File: config.mk
export PLATFORM = sky130hd
export DESIGN_NAME = regfile_display_scanner_flat
export DESIGN_NICKNAME = d
export VERILOG_FILES = /design/src/rtl/regfile_display_scanner_pkg.sv /design/src/rtl/regfile_display_scanner_if.sv /design/src/rtl/regfile_display_scanner_hex_to_ascii.sv /design/src/rtl/regfile_display_scanner.sv /design/src/flat_wrapper.sv
export SDC_FILE = /design/constraint.sdc
export NUM_CORES = 1
export LEC_CHECK = 0
export ABC_AREA = 1
export CORE_MARGIN = 5
export CORE_UTILIZATION = 42
export DETAILED_ROUTE_END_ITERATION = 6
export GPL_TIMING_DRIVEN = 0
export PLACE_DENSITY_LB_ADDON = 0.12
export SLEW_MARGIN = 5
export SYNTH_ARGS = -nofsm -noshare
export SYNTH_HDL_FRONTEND = slang
export SYNTH_SLANG_ARGS = --single-unit
File: constraint.sdc
create_clock -name clk -period 1.7 [get_ports clk]
set_clock_uncertainty 0.2 [all_clocks]
set_input_delay 0.17 -clock clk [delete_from_list [all_inputs] [get_ports clk]]
set_output_delay 0.17 -clock clk [all_outputs]
set_load 0.1 [all_outputs]
File: src/rtl/regfile_display_scanner_pkg.sv
// Shared types and constants for the register display scanner.
// FSM states, ASCII glyph codes and row geometry.
package regfile_display_scanner_pkg;

  typedef enum logic [1:0] {
    ST_IDLE,
    ST_FETCH,
    ST_EMIT,
    ST_NEXT
  } state_t;

  localparam logic [7:0] ASCII_R  = 8'h52;
  localparam logic [7:0] ASCII_P  = 8'h50;
  localparam logic [7:0] ASCII_C  = 8'h43;
  localparam logic [7:0] ASCII_EQ = 8'h3D;
  localparam logic [7:0] ASCII_0  = 8'h30;
  localparam logic [7:0] ASCII_A  = 8'h41;

  localparam int NUM_REGS_DEF = 6;
  localparam int PC_ROW       = NUM_REGS_DEF;

  localparam logic [2:0] LAST_COL = 3'd6;

endpackage

File: src/rtl/regfile_display_scanner_if.sv
// Character-buffer write handshake.
// master drives char_we/char_addr/char_data, slave drives char_ready.
interface regfile_display_scanner_if #(
  parameter int ADDR_W = 8
);
  logic              char_we;
  logic [ADDR_W-1:0] char_addr;
  logic [7:0]        char_data;
  logic              char_ready;

  modport master (
    output char_we,
    output char_addr,
    output char_data,
    input  char_ready
  );

  modport slave (
    input  char_we,
    input  char_addr,
    input  char_data,
    output char_ready
  );
endinterface

File: src/rtl/regfile_display_scanner_hex_to_ascii.sv
// Nibble to upper-case ASCII hex digit, purely combinational.
// Ports: i_nib (4b nibble), o_ascii (8b character).
module hex_to_ascii
  import regfile_display_scanner_pkg::*;
(
  input  logic [3:0] i_nib,
  output logic [7:0] o_ascii
);

  always_comb begin
    if (i_nib < 4'd10) begin
      o_ascii = ASCII_0 + {4'h0, i_nib};
    end else begin
      o_ascii = ASCII_A + {4'h0, i_nib} - 8'd10;
    end
  end

endmodule

File: src/rtl/regfile_display_scanner.sv
// Per-frame dump of general registers and PC as hex text rows.
// Ports: clk/rst, frame_start, rd_addr/rd_data/pc_value, char_bus (master), busy/done.
module regfile_display_scanner
  import regfile_display_scanner_pkg::*;
#(
  parameter int NUM_REGS   = NUM_REGS_DEF,
  parameter int ROW_STRIDE = 8,
  parameter int BASE_ADDR  = 0,
  parameter int ADDR_W     = 8
) (
  input  logic                       clk,
  input  logic                       rst,
  input  logic                       frame_start,
  output logic [5:0]                 rd_addr,
  input  logic [15:0]                rd_data,
  input  logic [15:0]                pc_value,
  regfile_display_scanner_if.master  char_bus,
  output logic                       busy,
  output logic                       done
);

  localparam int ROW_W = $clog2(NUM_REGS + 1);
  localparam logic [ROW_W-1:0] PC_ROW_L = ROW_W'(NUM_REGS);

  state_t           r_state;
  state_t           w_next;
  logic [ROW_W-1:0] r_row;
  logic [2:0]       r_col;
  logic [15:0]      r_snap;
  logic [5:0]       r_rd_addr;
  logic             r_done;

  logic             w_pc_row;
  logic             w_emit;
  logic             w_fire;
  logic [3:0]       w_nib;
  logic [7:0]       w_hex;
  logic [7:0]       w_char;
  logic [ADDR_W-1:0] w_addr;

  assign w_pc_row = (r_row == PC_ROW_L);
  // rst gates the request so nothing is written while reset is held
  assign w_emit   = (r_state == ST_EMIT) && !rst;
  assign w_fire   = w_emit && char_bus.char_ready;

  always_ff @(posedge clk) begin
    if (rst) begin
      r_state <= ST_IDLE;
    end else begin
      r_state <= w_next;
    end
  end

  always_comb begin
    w_next = r_state;
    unique case (r_state)
      ST_IDLE: begin
        // a start coinciding with done is dropped
        if (frame_start && !r_done) begin
          w_next = ST_FETCH;
        end
      end
      ST_FETCH: w_next = ST_EMIT;
      ST_EMIT: begin
        if (w_fire && (r_col == LAST_COL)) begin
          w_next = ST_NEXT;
        end
      end
      ST_NEXT: w_next = w_pc_row ? ST_IDLE : ST_FETCH;
      default: w_next = ST_IDLE;
    endcase
  end

  always_ff @(posedge clk) begin
    if (rst) begin
      r_row     <= '0;
      r_col     <= '0;
      r_snap    <= '0;
      r_rd_addr <= '0;
      r_done    <= 1'b0;
    end else begin
      r_done <= (r_state == ST_NEXT) && w_pc_row;
      unique case (r_state)
        ST_IDLE: begin
          if (w_next == ST_FETCH) begin
            r_row <= '0;
          end
        end
        ST_FETCH: begin
          r_col  <= '0;
          r_snap <= w_pc_row ? pc_value : rd_data;
          if (!w_pc_row) begin
            r_rd_addr <= 6'(r_row);
          end
        end
        ST_EMIT: begin
          if (w_fire) begin
            r_col <= r_col + 3'd1;
          end
        end
        ST_NEXT: begin
          if (!w_pc_row) begin
            r_row <= r_row + 1'b1;
          end
        end
        default: ;
      endcase
    end
  end

  // read address tracks the row only while fetching a register row
  assign rd_addr = ((r_state == ST_FETCH) && !w_pc_row)
                 ? 6'(r_row) : r_rd_addr;

  always_comb begin
    w_nib = r_snap[3:0];
    case (r_col)
      3'd3:    w_nib = r_snap[15:12];
      3'd4:    w_nib = r_snap[11:8];
      3'd5:    w_nib = r_snap[7:4];
      default: w_nib = r_snap[3:0];
    endcase
  end

  hex_to_ascii u_hex (
    .i_nib   (w_nib),
    .o_ascii (w_hex)
  );

  always_comb begin
    w_char = 8'h00;
    case (r_col)
      3'd0:    w_char = w_pc_row ? ASCII_P : ASCII_R;
      3'd1:    w_char = w_pc_row ? ASCII_C : ASCII_0 + 8'(r_row);
      3'd2:    w_char = ASCII_EQ;
      3'd3,
      3'd4,
      3'd5,
      3'd6:    w_char = w_hex;
      default: w_char = 8'h00;
    endcase
  end

  assign w_addr = ADDR_W'(BASE_ADDR)
                + ADDR_W'(r_row) * ADDR_W'(ROW_STRIDE)
                + ADDR_W'(r_col);

  assign char_bus.char_we   = w_emit;
  assign char_bus.char_addr = w_emit ? w_addr : '0;
  assign char_bus.char_data = w_emit ? w_char : 8'h00;

  assign busy = (r_state != ST_IDLE);
  assign done = r_done;

endmodule
File: src/flat_wrapper.sv
// flat-port wrapper written by rule: the top's interface ports become plain ports
module regfile_display_scanner_flat import regfile_display_scanner_pkg::*;
#(
  parameter int NUM_REGS   = NUM_REGS_DEF,
  parameter int ROW_STRIDE = 8,
  parameter int BASE_ADDR  = 0,
  parameter int ADDR_W     = 8
)
  (clk, rst, frame_start, rd_addr, rd_data, pc_value, busy, done, char_bus_char_we, char_bus_char_addr, char_bus_char_data, char_bus_char_ready);
  regfile_display_scanner_if #(.ADDR_W(ADDR_W)) char_bus_i ();
  input  logic clk;
  input  logic rst;
  input  logic frame_start;
  output logic [5:0] rd_addr;
  input  logic [15:0] rd_data;
  input  logic [15:0] pc_value;
  output logic busy;
  output logic done;
  output wire logic [$bits(char_bus_i.char_we)-1:0] char_bus_char_we;
  output wire logic [$bits(char_bus_i.char_addr)-1:0] char_bus_char_addr;
  output wire logic [$bits(char_bus_i.char_data)-1:0] char_bus_char_data;
  input wire logic [$bits(char_bus_i.char_ready)-1:0] char_bus_char_ready;
  assign char_bus_char_we = char_bus_i.char_we;
  assign char_bus_char_addr = char_bus_i.char_addr;
  assign char_bus_char_data = char_bus_i.char_data;
  assign char_bus_i.char_ready = char_bus_char_ready;
  regfile_display_scanner #(.NUM_REGS(NUM_REGS), .ROW_STRIDE(ROW_STRIDE), .BASE_ADDR(BASE_ADDR), .ADDR_W(ADDR_W)) u_core (.clk(clk), .rst(rst), .frame_start(frame_start), .rd_addr(rd_addr), .rd_data(rd_data), .pc_value(pc_value), .char_bus(char_bus_i), .busy(busy), .done(done));
endmodule
# Word-level counts from Yosys, hierarchy flattened
# Index checks and enable logic that the tools add are counted.
# Widths: inputs -> output; s select.
[totals] reg_bits=28 inputBits=36 elab_cells=65
[op_classes] add_sub_neg=7 magnitude_cmp=1 n_eq_ne=14 mux=18 bitwise=1 reduce_logical=18
[op_table] operator="$mux 8" n=4
[op_table] operator="$pmux 8 s4" n=1
[op_table] operator="$mux 16" n=1
[op_table] operator="$eq 3x3->1 const B" n=4
[op_table] operator="$mux 3" n=4
[op_table] operator="$pmux 3 s2" n=2
[op_table] operator="$pmux 4 s3" n=1
[op_table] operator="$add 7x4->8 const A" n=1
[op_table] operator="$pmux 2 s4" n=1
[op_table] operator="$sub 8x4->8 const B" n=1
[op_table] operator="$add 6x3->7" n=1
[op_table] operator="$add 6x3->7 const A" n=1
[op_table] operator="$add 6x4->7 const A" n=1
[op_table] operator="$add 3x1->3 const B" n=2
[op_table] operator="$eq 3x2->1 const B" n=2
[op_table] operator="$logic_and 1x1->1" n=6
[op_table] operator="$mux 2" n=3
[op_table] operator="$reduce_bool 2->1" n=3
[op_table] operator="$eq 2x1->1 const B" n=2
[op_table] operator="$eq 2x2->1 const B" n=2
[op_table] operator="$lt 4x4->1 const B" n=1
[op_table] operator="$ne 2x1->1 const B" n=2
[op_table] operator="$reduce_and 2->1" n=2
[op_table] operator="$reduce_or 4->1" n=1
[op_table] operator="other kinds (8)" n=10

# Longest topological paths before layout
# Gate-level depths: netlist of the first run.
[depth] word_depth=9 depth_mapped=12

# Hierarchy
# Synthesis of the first run repeated with hierarchy kept, for this count alone.
[hier_totals] hier_cells=297 hier_area_um2=1959.4
[modules_own_cells] mod="regfile_display_scanner" instances=1 cells_each=272 area_each_um2=1835.5
[modules_own_cells] mod="hex_to_ascii" instances=1 cells_each=25 area_each_um2=123.9

# Worst setup path before layout of the first run
# No wires, ideal clock.
[synth_path] kind="flip-flop to flip-flop" startpoint="register u_core.r_row[0]" endpoint="register u_core.r_rd_addr[1]" setup_time_ps=73 arrival_time_ps=3315 required_ps=1427 setup_slack_ps=-1888 stages_incl_launch_ff=10 synth_period_minus_slack_ps=3588 path_cell_list="dfxtp_1 > inv_1 > ha_1 > nand2_1 > inv_1 > nor2_1 > inv_1 > o21ai_0 > inv_1 > nor2_1"
[synth_between] elab_chain_len=3
[synth_lines] element="from (decl)" line="regfile_display_scanner.sv:27" rtl="logic [ROW_W-1:0] r_row;"
[synth_lines] element="from (signal assigned)" line="regfile_display_scanner.sv:103" rtl="r_row <= r_row + 1'b1;"
[synth_lines] element="$eq 3x3->1" line="regfile_display_scanner.sv:41" rtl="assign w_pc_row = (r_row == PC_ROW_L);"
[synth_lines] element="$not 1->1 (no source line)"
[synth_lines] element="$reduce_and 2->1 (no source line)"
[synth_lines] element="to (signal assigned)" line="regfile_display_scanner.sv:93" rtl="r_rd_addr <= 6'(r_row);"
[synth_lines] element="to (decl)" line="regfile_display_scanner.sv:30" rtl="logic [5:0] r_rd_addr;"
# No other way between the ends.
# A chain may end at the register's enable or synchronous reset.

# Final worst setup path of the first run
[layout_path] startpoint="register u_core.r_col[0]" endpoint="output char_bus_char_data[1]"
[layout_between] elab_chain_len=7 elab_cells_between_ends=16 cone_classes="add/sub (3); order compare (1); eq/ne (6); mux (4); reduce/logical (2)"
[layout_lines] element="from (decl)" line="regfile_display_scanner.sv:28" rtl="logic [2:0] r_col;"
[layout_lines] element="from (signal assigned)" line="regfile_display_scanner.sv:98" rtl="r_col <= r_col + 3'd1;"
[layout_lines] element="$eq 3x3->1 or $eq 3x2->1 (tied branches)" line="regfile_display_scanner.sv:117, regfile_display_scanner.sv:132"
[layout_lines] element="$pmux 4 s3" line="regfile_display_scanner.sv:117" rtl="case (r_col)"
[layout_lines] element="$add 7x4->8" line="regfile_display_scanner_hex_to_ascii.sv:14" rtl="o_ascii = ASCII_A + {4'h0, i_nib} - 8'd10;"
[layout_lines] element="$sub 8x4->8" line="regfile_display_scanner_hex_to_ascii.sv:14"
[layout_lines] element="$mux 8" line="regfile_display_scanner_hex_to_ascii.sv:11" rtl="if (i_nib < 4'd10) begin"
[layout_lines] element="$pmux 8 s4 (*)" line="regfile_display_scanner.sv:132" rtl="case (r_col)"
[layout_lines] element="$mux 8 (*)" line="regfile_display_scanner.sv:150" rtl="assign char_bus.char_data = w_emit ? w_char : 8'h00;"
[layout_lines] element="to (decl)" line="flat_wrapper.sv:21" rtl="output wire logic [$bits(char_bus_i.char_data)-1:0] char_bus_char_data;"
# Mark *: on every way between the ends. The rest lies on a longest branch, timed or not.

==> results of run 1 <==
[layer usage]
layer | vias to the layer above | GRT usage, %
met2 | 82 | 32.3
met5 | - | 0
li1 | 1085 | -
met3 | 16 | 2.58
met1 | 982 | 26.5
met4 | 0 | 3.09
[cell families (layout without fill, tap and decap cells)]
logic type / count (synthesis) / after routing
adders and majority gates: 11 / 11
DFF: 28 / 28
buffers and inverters: 69 / 149
AOI/OAI and AO/OA: 43 / 43
other: 1 / 6
and+or+nand+nor: 137 / 137
xor gates and xnor gates: 1 / 1
[timing repair]
item | CTS | global route
gates cloned | 0 | 0
buffers inserted | 13 | 10
endpoints found under the setup margin | 35 | 34
pin swaps | 6 | 21
gates resized for setup | 212 | 58
[cells in the mapped netlist, types with 2 or more instances]
library cell | count | area, sq um
nand2_2 | 3 | 18.8
a21oi_1 | 15 | 75.1
nor2_1 | 24 | 90.1
nand2_1 | 63 | 236
or2_2 | 2 | 12.5
inv_1 | 50 | 188
nor2_4 | 3 | 33.8
ha_1 | 11 | 138
dfxtp_1 | 28 | 561
buf_2 | 4 | 20.0
clkinv_1 | 2 | 7.51
buf_4 | 7 | 52.6
a211oi_1 | 2 | 15.0
nand4_1 | 2 | 12.5
o21ai_0 | 10 | 50.1
clkbuf_1 | 5 | 18.8
nand3_1 | 33 | 165
nand3_2 | 4 | 40.0
o211ai_1 | 16 | 120
[power groups by stage]
stage / combinational [uW] / sequential, uW / clock (uW)
5_1_grt: 2890 / 986 / 409
3_5_place_dp: 1770 / 973 / 0
4_1_cts: 2230 / 971 / 380
6_report: 2730 / 967 / 376
3_3_place_gp: 1740 / 970 / 0
2_1_floorplan: 1390 / 938 / 0
[flip-flops by register name, summed over array words and instances (netlist names)]
register / count
u_core.r_snap: 16
u_core.r_col: 3
u_core.r_rd_addr: 3
u_core.r_row: 3
u_core.r_state: 2
u_core.done: 1
[worst max-delay path: cells and delay by family (launching register included)]
kind	cells	cell delay [ns]
AND/OR/NAND/NOR	4	0.59
flip-flops	1	0.42
AO/OA/AOI/OAI	2	0.28
buffers and inverters	2	0.24
adder cells (fa/ha/maj)	1	0.24
[worst max path at each step]
stage | endpoint | slack (ns) | cells past startpoint
floorplan | char_bus_char_data[1] | -0.78 | 6
detailed placement | char_bus_char_data[1] | -1.32 | 10
global route | char_bus_char_data[1] | -0.82 | 9
finish | char_bus_char_data[1] | -0.73 | 9
CTS | char_bus_char_data[1] | -0.68 | 10
global placement | char_bus_char_data[1] | -1.31 | 10
[stage by stage]
step / hold slack [ns] / instance area [sq um] / cells / power, uW
CTS: 0.292 / 3300 / 418 / 3580
global route: 0.325 / 3540 / 427 / 4290
global placement: 0.262 / 2790 / 401 / 2710
finish: 0.291 / 3540 / 427 / 4070
floorplan: 0.130 / 2190 / 295 / 2330
detailed placement: 0.264 / 2790 / 401 / 2740
[area by class of cell]
class	instances	area [sq um]	area share, %
multi-input cells	198	1480	41.8
repair buffers	77	972	27.4
flip-flops and latches	28	588	16.6
inverters	52	251	7.09
plain buffers	16	143	4.02
well taps	52	65.1	1.84
clock buffers	4	45.0	1.27
==> flow_summary_export.csv, run 1 <==
group,metric,value,unit
setup_path,critPathLaunchType,"flop",
logic_synthesis,yosys_warnings,0,
finish,insertedDiodeCount,0,
logic_synthesis,synth_cell_types,25,
sta,tightest_slew,0.630,ns
logic_synthesis,yosysSeqAreaShare,29.5,%
sta,fin_crit_sh,143,%
sta,relSlewSlack,58.0,%
logic_synthesis,synthXorXnorAreaFrac,0.461,%
route,maxUsedRoutingLayer,"met4",
logic_synthesis,synth-compound-area-share,13.7,%
power,seq_power_share,23.7,%
logic_synthesis,synthMuxAreaShare,0,%
finish,fillers,271,
clock_tree,clk_latency,0.28,ns
route,wl_met2,3.32,mm
route,first_iter_violations,94,
sta,final.setup.tns,-8.97,ns
global_route,overflow,0,
floorplanning,die_area,0.00597,sq mm
global_route,grt_pass1_vias,1938,
setup_path,timing.rr.start,"u_core.r_state[1]",
clock_tree,path_clk_slew,0.10,ns
setup_path,crit_path_end_kind,"primary output",
worst_hold_path,holdPathEnd,"u_core.r_snap[8]",
route,vias_per_cell,5.07,
clock_tree,cts.sinks,28,
power,sw_frac_of_total,46.7,%
route,wl,6.57,mm
clock_tree,numCtsBuffers,3,
setup_path,cp-startpoint,"u_core.r_col[0]",
route,dr_total_vias,2165,
global_route,grt_max_degree,16,
setup_path,crit_type,"reg2out",
setup_path,path_max_fanout,7,
setup_path,crit_required,1.33,ns
sta,min_period,2.43,ns
route,avgRoutedWirePerCell,15.4,microns
job,maxCapViolCount,0,
clock_tree,cts_root_buf,"clkbuf_8",
setup_path,critical_path.slowest_cell,"dfxtp_4",
logic_synthesis,synth_area,0.00190,sq mm
power,combPwrFrac,67.0,%
logic_synthesis,synth_edf_count,0,
setup_path,critical_path.most_common_cell,"nor2_2",
power,power_switching,1900,uW
logic_synthesis,synth-simple-area-share,33.3,%
worst_hold_path,min_delay_path_depth,2,
placed_design,numPortBuffers,54,
route,dr_wl_met3,373,microns
sta,fmax,411,MHz
finish,final_common_cell,"nand2_1",
global_route,antenna_found_initial,0,
logic_synthesis,ys_ff_latch,28,
finish,layout_common_cells,"nand2_1 (46), clkdlybuf4s50_1 (35), inv_1 (33), nand3_1 (28)",
sta,maxSlewViolCount,0,
clock_tree,htreeDepth,1,
placed_design,place.gp.congestion,0.829,
finish,post-route-util,80.9,%
setup_path,cp_cell_sequence,"inv_4, ha_1, nand2_1, nand4_2, o21ai_1, nor2_2, nor2_2, a21oi_4, buf_12",
power,ir_worst_vdd,1060,uV
floorplanning,start_util,43.4,%
sta,hold_viol,0,
finish,nNetsFinal,423,
finish,drive_above_1_share,41.3,%
logic_synthesis,async_flop_share,0,%
clock_tree,clockBufferDepth,2,
clock_tree,cts_tree,"yes",
finish,area_delta_synth_final,86.4,%
floorplanning,ioPinCount,61,
floorplanning,fp.dieH,77.3,microns
placed_design,hpwlAfterDp,3.99,mm
floorplanning,core_area,0.00438,sq mm
floorplanning,row_count,24,
route,dr.pass1.iters,4,
logic_synthesis,synth_area_per_cell,6.56,sq um
setup_path,arrival,2.06,ns
sta,layout_setup_ws,-0.733,ns
power,p_per_area,1150,mW/mm^2
route,drc,0,
power,p_clk_share,9.2,%
route,routedLengthMet1,2.72,mm
sta,rsz0062_at_grt,"true",
sta,setup-violations-final,24,
global_route,grt_pass1_wl,9.54,mm
logic_synthesis,synth-main-ff-cell,"dfxtp_1",
setup_path,slowest_delay,0.42,ns
floorplanning,die_w,77.3,microns
logic_synthesis,syn_inst,290,
power,p_leak,0.00156,uW
placed_design,post-place-ws,-1.32,ns
route,final_antenna_net_count,0,
setup_path,rr_worst_depth,11,
setup_path,ff2ff_setup_slack,-0.25,ns
logic_synthesis,synth_top_family_by_area,"simple AND/OR/NAND/NOR gates",
power,p_int,2170,uW
logic_synthesis,synth_adder_area_share,7.24,%
run_status,status,"finished, violations left",
clock_tree,cts_hold_buf,0,
worst_hold_path,hold_class,"reg2reg",
global_route,grt.total_usage,19.2,%
worst_hold_path,min_from,"u_core.r_snap[8]",
run_status,violations,"setup timing",
setup_path,timing.rr.end,"u_core.r_state[0]",
Note: power is estimated with default switching activity, not from simulation.
==> run 2, diff against run 1 <==
--- a/config.mk
+++ b/config.mk
@@ -11,6 +11,7 @@
 export DETAILED_ROUTE_END_ITERATION = 6
 export GPL_TIMING_DRIVEN = 0
 export PLACE_DENSITY_LB_ADDON = 0.12
+export SETUP_SLACK_MARGIN = 0.5
 export SLEW_MARGIN = 5
 export SYNTH_ARGS = -nofsm -noshare
 export SYNTH_HDL_FRONTEND = slang
==> run 2 against run 1 <==
- the flow still finishes with violations (setup timing)
- first-iteration DRC count grew to 2.9 times the previous value
- final area grew 12%
- sequential power rose by 2.2%
- critical path depth increased by 1
- worst hold slack better by 0.029 ns
- fmax down 2.2%
- register-to-register slack barely moved
- clock-buffer cell count unchanged
- highest routed layer unchanged
==> flow_summary_export.csv, run 2 (synthesis gave the netlist of run 1 again) <==
group,metric,value,unit
setup_path,crit_required,1.33,ns
setup_path,rr_worst_depth,10,
global_route,grt_pass1_wl,11.8,mm
route,drc,0,
global_route,antenna_found_initial,0,
sta,setup-violations-final,38,
setup_path,arrival,2.12,ns
route,vias_per_cell,5.60,
finish,top_register,"u_core.r_snap",
setup_path,cp_cell_sequence,"ha_4, ha_4, inv_4, nand3_4, nor2_2, nor2_4, a21oi_1, nand2_1, a21oi_4, buf_12",
route,dr_total_vias,2522,
sta,layout_setup_ws,-0.787,ns
placed_design,numPortBuffers,54,
job,maxCapViolCount,0,
route,first_iter_violations,277,
setup_path,slowest_delay,0.40,ns
clock_tree,numCtsBuffers,3,
clock_tree,cts_hold_buf,0,
setup_path,path_max_fanout,5,
global_route,overflow,0,
power,combPwrFrac,70.7,%
route,final_antenna_net_count,0,
clock_tree,clockBufferDepth,2,
finish,regArea,588,sq um
setup_path,crit_path_end_kind,"primary output",
power,p_total,4890,uW
power,p_clk_share,9.1,%
sta,maxSlewViolCount,0,
global_route,grt.total_usage,23.9,%
global_route,grt_pass1_vias,2464,
global_route,grt_max_degree,16,
placed_design,place.gp.congestion,0.848,
floorplanning,die_area,0.00597,sq mm
finish,multi_input_area,0.00162,sq mm
power,p_int,2670,uW
power,p_leak,0.00171,uW
setup_path,path_delay_family,"simple AND/OR/NAND/NOR gates",
power,seq_power_share,20.2,%
run_status,status,"finished, violations left",
floorplanning,core_area,0.00438,sq mm
finish,drive_above_1_share,51.0,%
floorplanning,start_util,43.4,%
setup_path,path_depth,10,
setup_path,crit_type,"reg2out",
clock_tree,cts.sinks,28,
run_status,violations,"setup timing",
clock_tree,cts_tree,"yes",
sta,hold_viol,0,
finish,insertedDiodeCount,0,
finish,fillers,163,
floorplanning,fp.dieH,77.3,microns
finish,nNetsFinal,446,
power,power_switching,2220,uW
sta,fin_crit_sh,146,%
placed_design,hpwlAfterDp,3.98,mm
setup_path,crit_buf_inv,2,
setup_path,critical_path.most_common_cell,"ha_4",
finish,final_common_cell,"nand2_1",
setup_path,critical_path.slowest_cell,"dfxtp_4",
power,ir_worst_vdd,1420,uV
floorplanning,ioPinCount,61,
sta,rsz0062_at_grt,"true",
worst_hold_path,min_delay_path_depth,2,
finish,layout_common_cells,"nand2_1 (45), clkdlybuf4s50_1 (35), buf_6 (28), inv_1 (28), buf_4 (24)",
worst_hold_path,hold_class,"reg2reg",
power,sw_frac_of_total,45.3,%
setup_path,critPathLaunchType,"flop",
floorplanning,row_count,24,
sta,fmax,402,MHz
clock_tree,clk_latency,0.29,ns
clock_tree,htreeDepth,1,
sta,hold_ws,0.320,ns
clock_tree,path_clk_slew,0.11,ns
finish,area_delta_synth_final,109,%
clock_tree,cts_root_buf,"clkbuf_8",
route,avgRoutedWirePerCell,19.2,microns
finish,largest_register_ff_count,16,
route,wl,8.66,mm
power,p_per_area,1230,mW/mm^2
sta,min_period,2.49,ns
floorplanning,die_w,77.3,microns
route,dr.pass1.iters,5,
==> run 2: cell types whose count changed in the layout (fill, tap and decap cells not counted), sizes merged <==
cell           before  now
bufinv              0    1
clkinv              2    3
clkdlybuf4s15       1    0
buf                52   75
inv                47   45
clkinvlp            3    4
==> run 2: worst register-to-register path: stages (launching register included) <==
cell and delay [ns]:
dfxtp_2 0.36, inv_2 0.06, ha_4 0.16, buf_6 0.12
buf_6 0.11, buf_6 0.11, buf_6 0.11, buf_8 0.13
clkbuf_16 0.15, o211ai_1 0.26, inv_1 0.08
==> run 2: final cells by class <==
| type | instances | area share, % |
|---|---|---|
| Buffer | 17 | 5.04 |
| Clock buffer | 4 | 1.39 |
| Inverter | 52 | 6.61 |
| Multi-Input combinational cell | 198 | 40.7 |
| Sequential cell | 28 | 14.8 |
| Tap cell | 52 | 1.64 |
| Timing Repair Buffer | 98 | 29.4 |
| Timing Repair inverter | 1 | 0.409 |
==> run 2: per-layer routing <==
layer / part of all wire (%) / GRT usage, %
met5: 0 / 0
met4: 4.6 / 11.7
met3: 8.3 / 5.50
met2: 52 / 42.3
met1: 36 / 26.5
==> run 2: final timing paths <==
path,start,to,slack [ns]
setup / recovery,u_core.r_col[1],char_bus_char_data[1],-0.79
hold / removal,u_core.r_snap[14],u_core.r_snap[14],0.32
setup reg to reg,u_core.r_state[1],u_core.r_snap[9],-0.25
hold reg to reg,u_core.r_snap[14],u_core.r_snap[14],0.32
==> run 2: what timing repair did <==
action                                  CTS  global route
gates cloned                              3             1
setup buffers                            21            20
pin swaps                                34            29
endpoints found under the setup margin   47            47
gates resized for setup                 239            61
endpoints found under the hold margin     0             0
==> run 2: metrics by stage <==
step                util, %  instances  instance area, sq um  setup WS, ns  TNS [ns]
floorplan                 -        295                  2280        -0.783    -10.06
global placement       65.8        401                  2890         -1.34    -21.29
detailed placement     65.8        401                  2890         -1.34    -21.47
CTS                    81.6        429                  3580        -0.688     -7.18
global route           90.6        450                  3970        -0.856    -13.14
finish                 90.6        450                  3970        -0.787    -10.51
==> run 2: power by group through the flow <==
| stage | logic (uW) | clock network [uW] | registers (uW) |
|---|---|---|---|
| after floorplan | 1480 | 0 | 937 |
| after global placement | 1830 | 0 | 965 |
| after detailed placement | 1850 | 0 | 969 |
| after CTS | 2640 | 437 | 965 |
| after global routing | 3620 | 461 | 1000 |
| final | 3460 | 448 | 988 |
==> run 3, diff against run 2 <==
--- a/config.mk
+++ b/config.mk
@@ -11,7 +11,6 @@
 export DETAILED_ROUTE_END_ITERATION = 6
 export GPL_TIMING_DRIVEN = 0
 export PLACE_DENSITY_LB_ADDON = 0.12
-export SETUP_SLACK_MARGIN = 0.5
 export SLEW_MARGIN = 5
 export SYNTH_ARGS = -nofsm -noshare
 export SYNTH_HDL_FRONTEND = slang
==> results of run 3 <==
Final layout, timing and power as in run 1 (identical DEF).
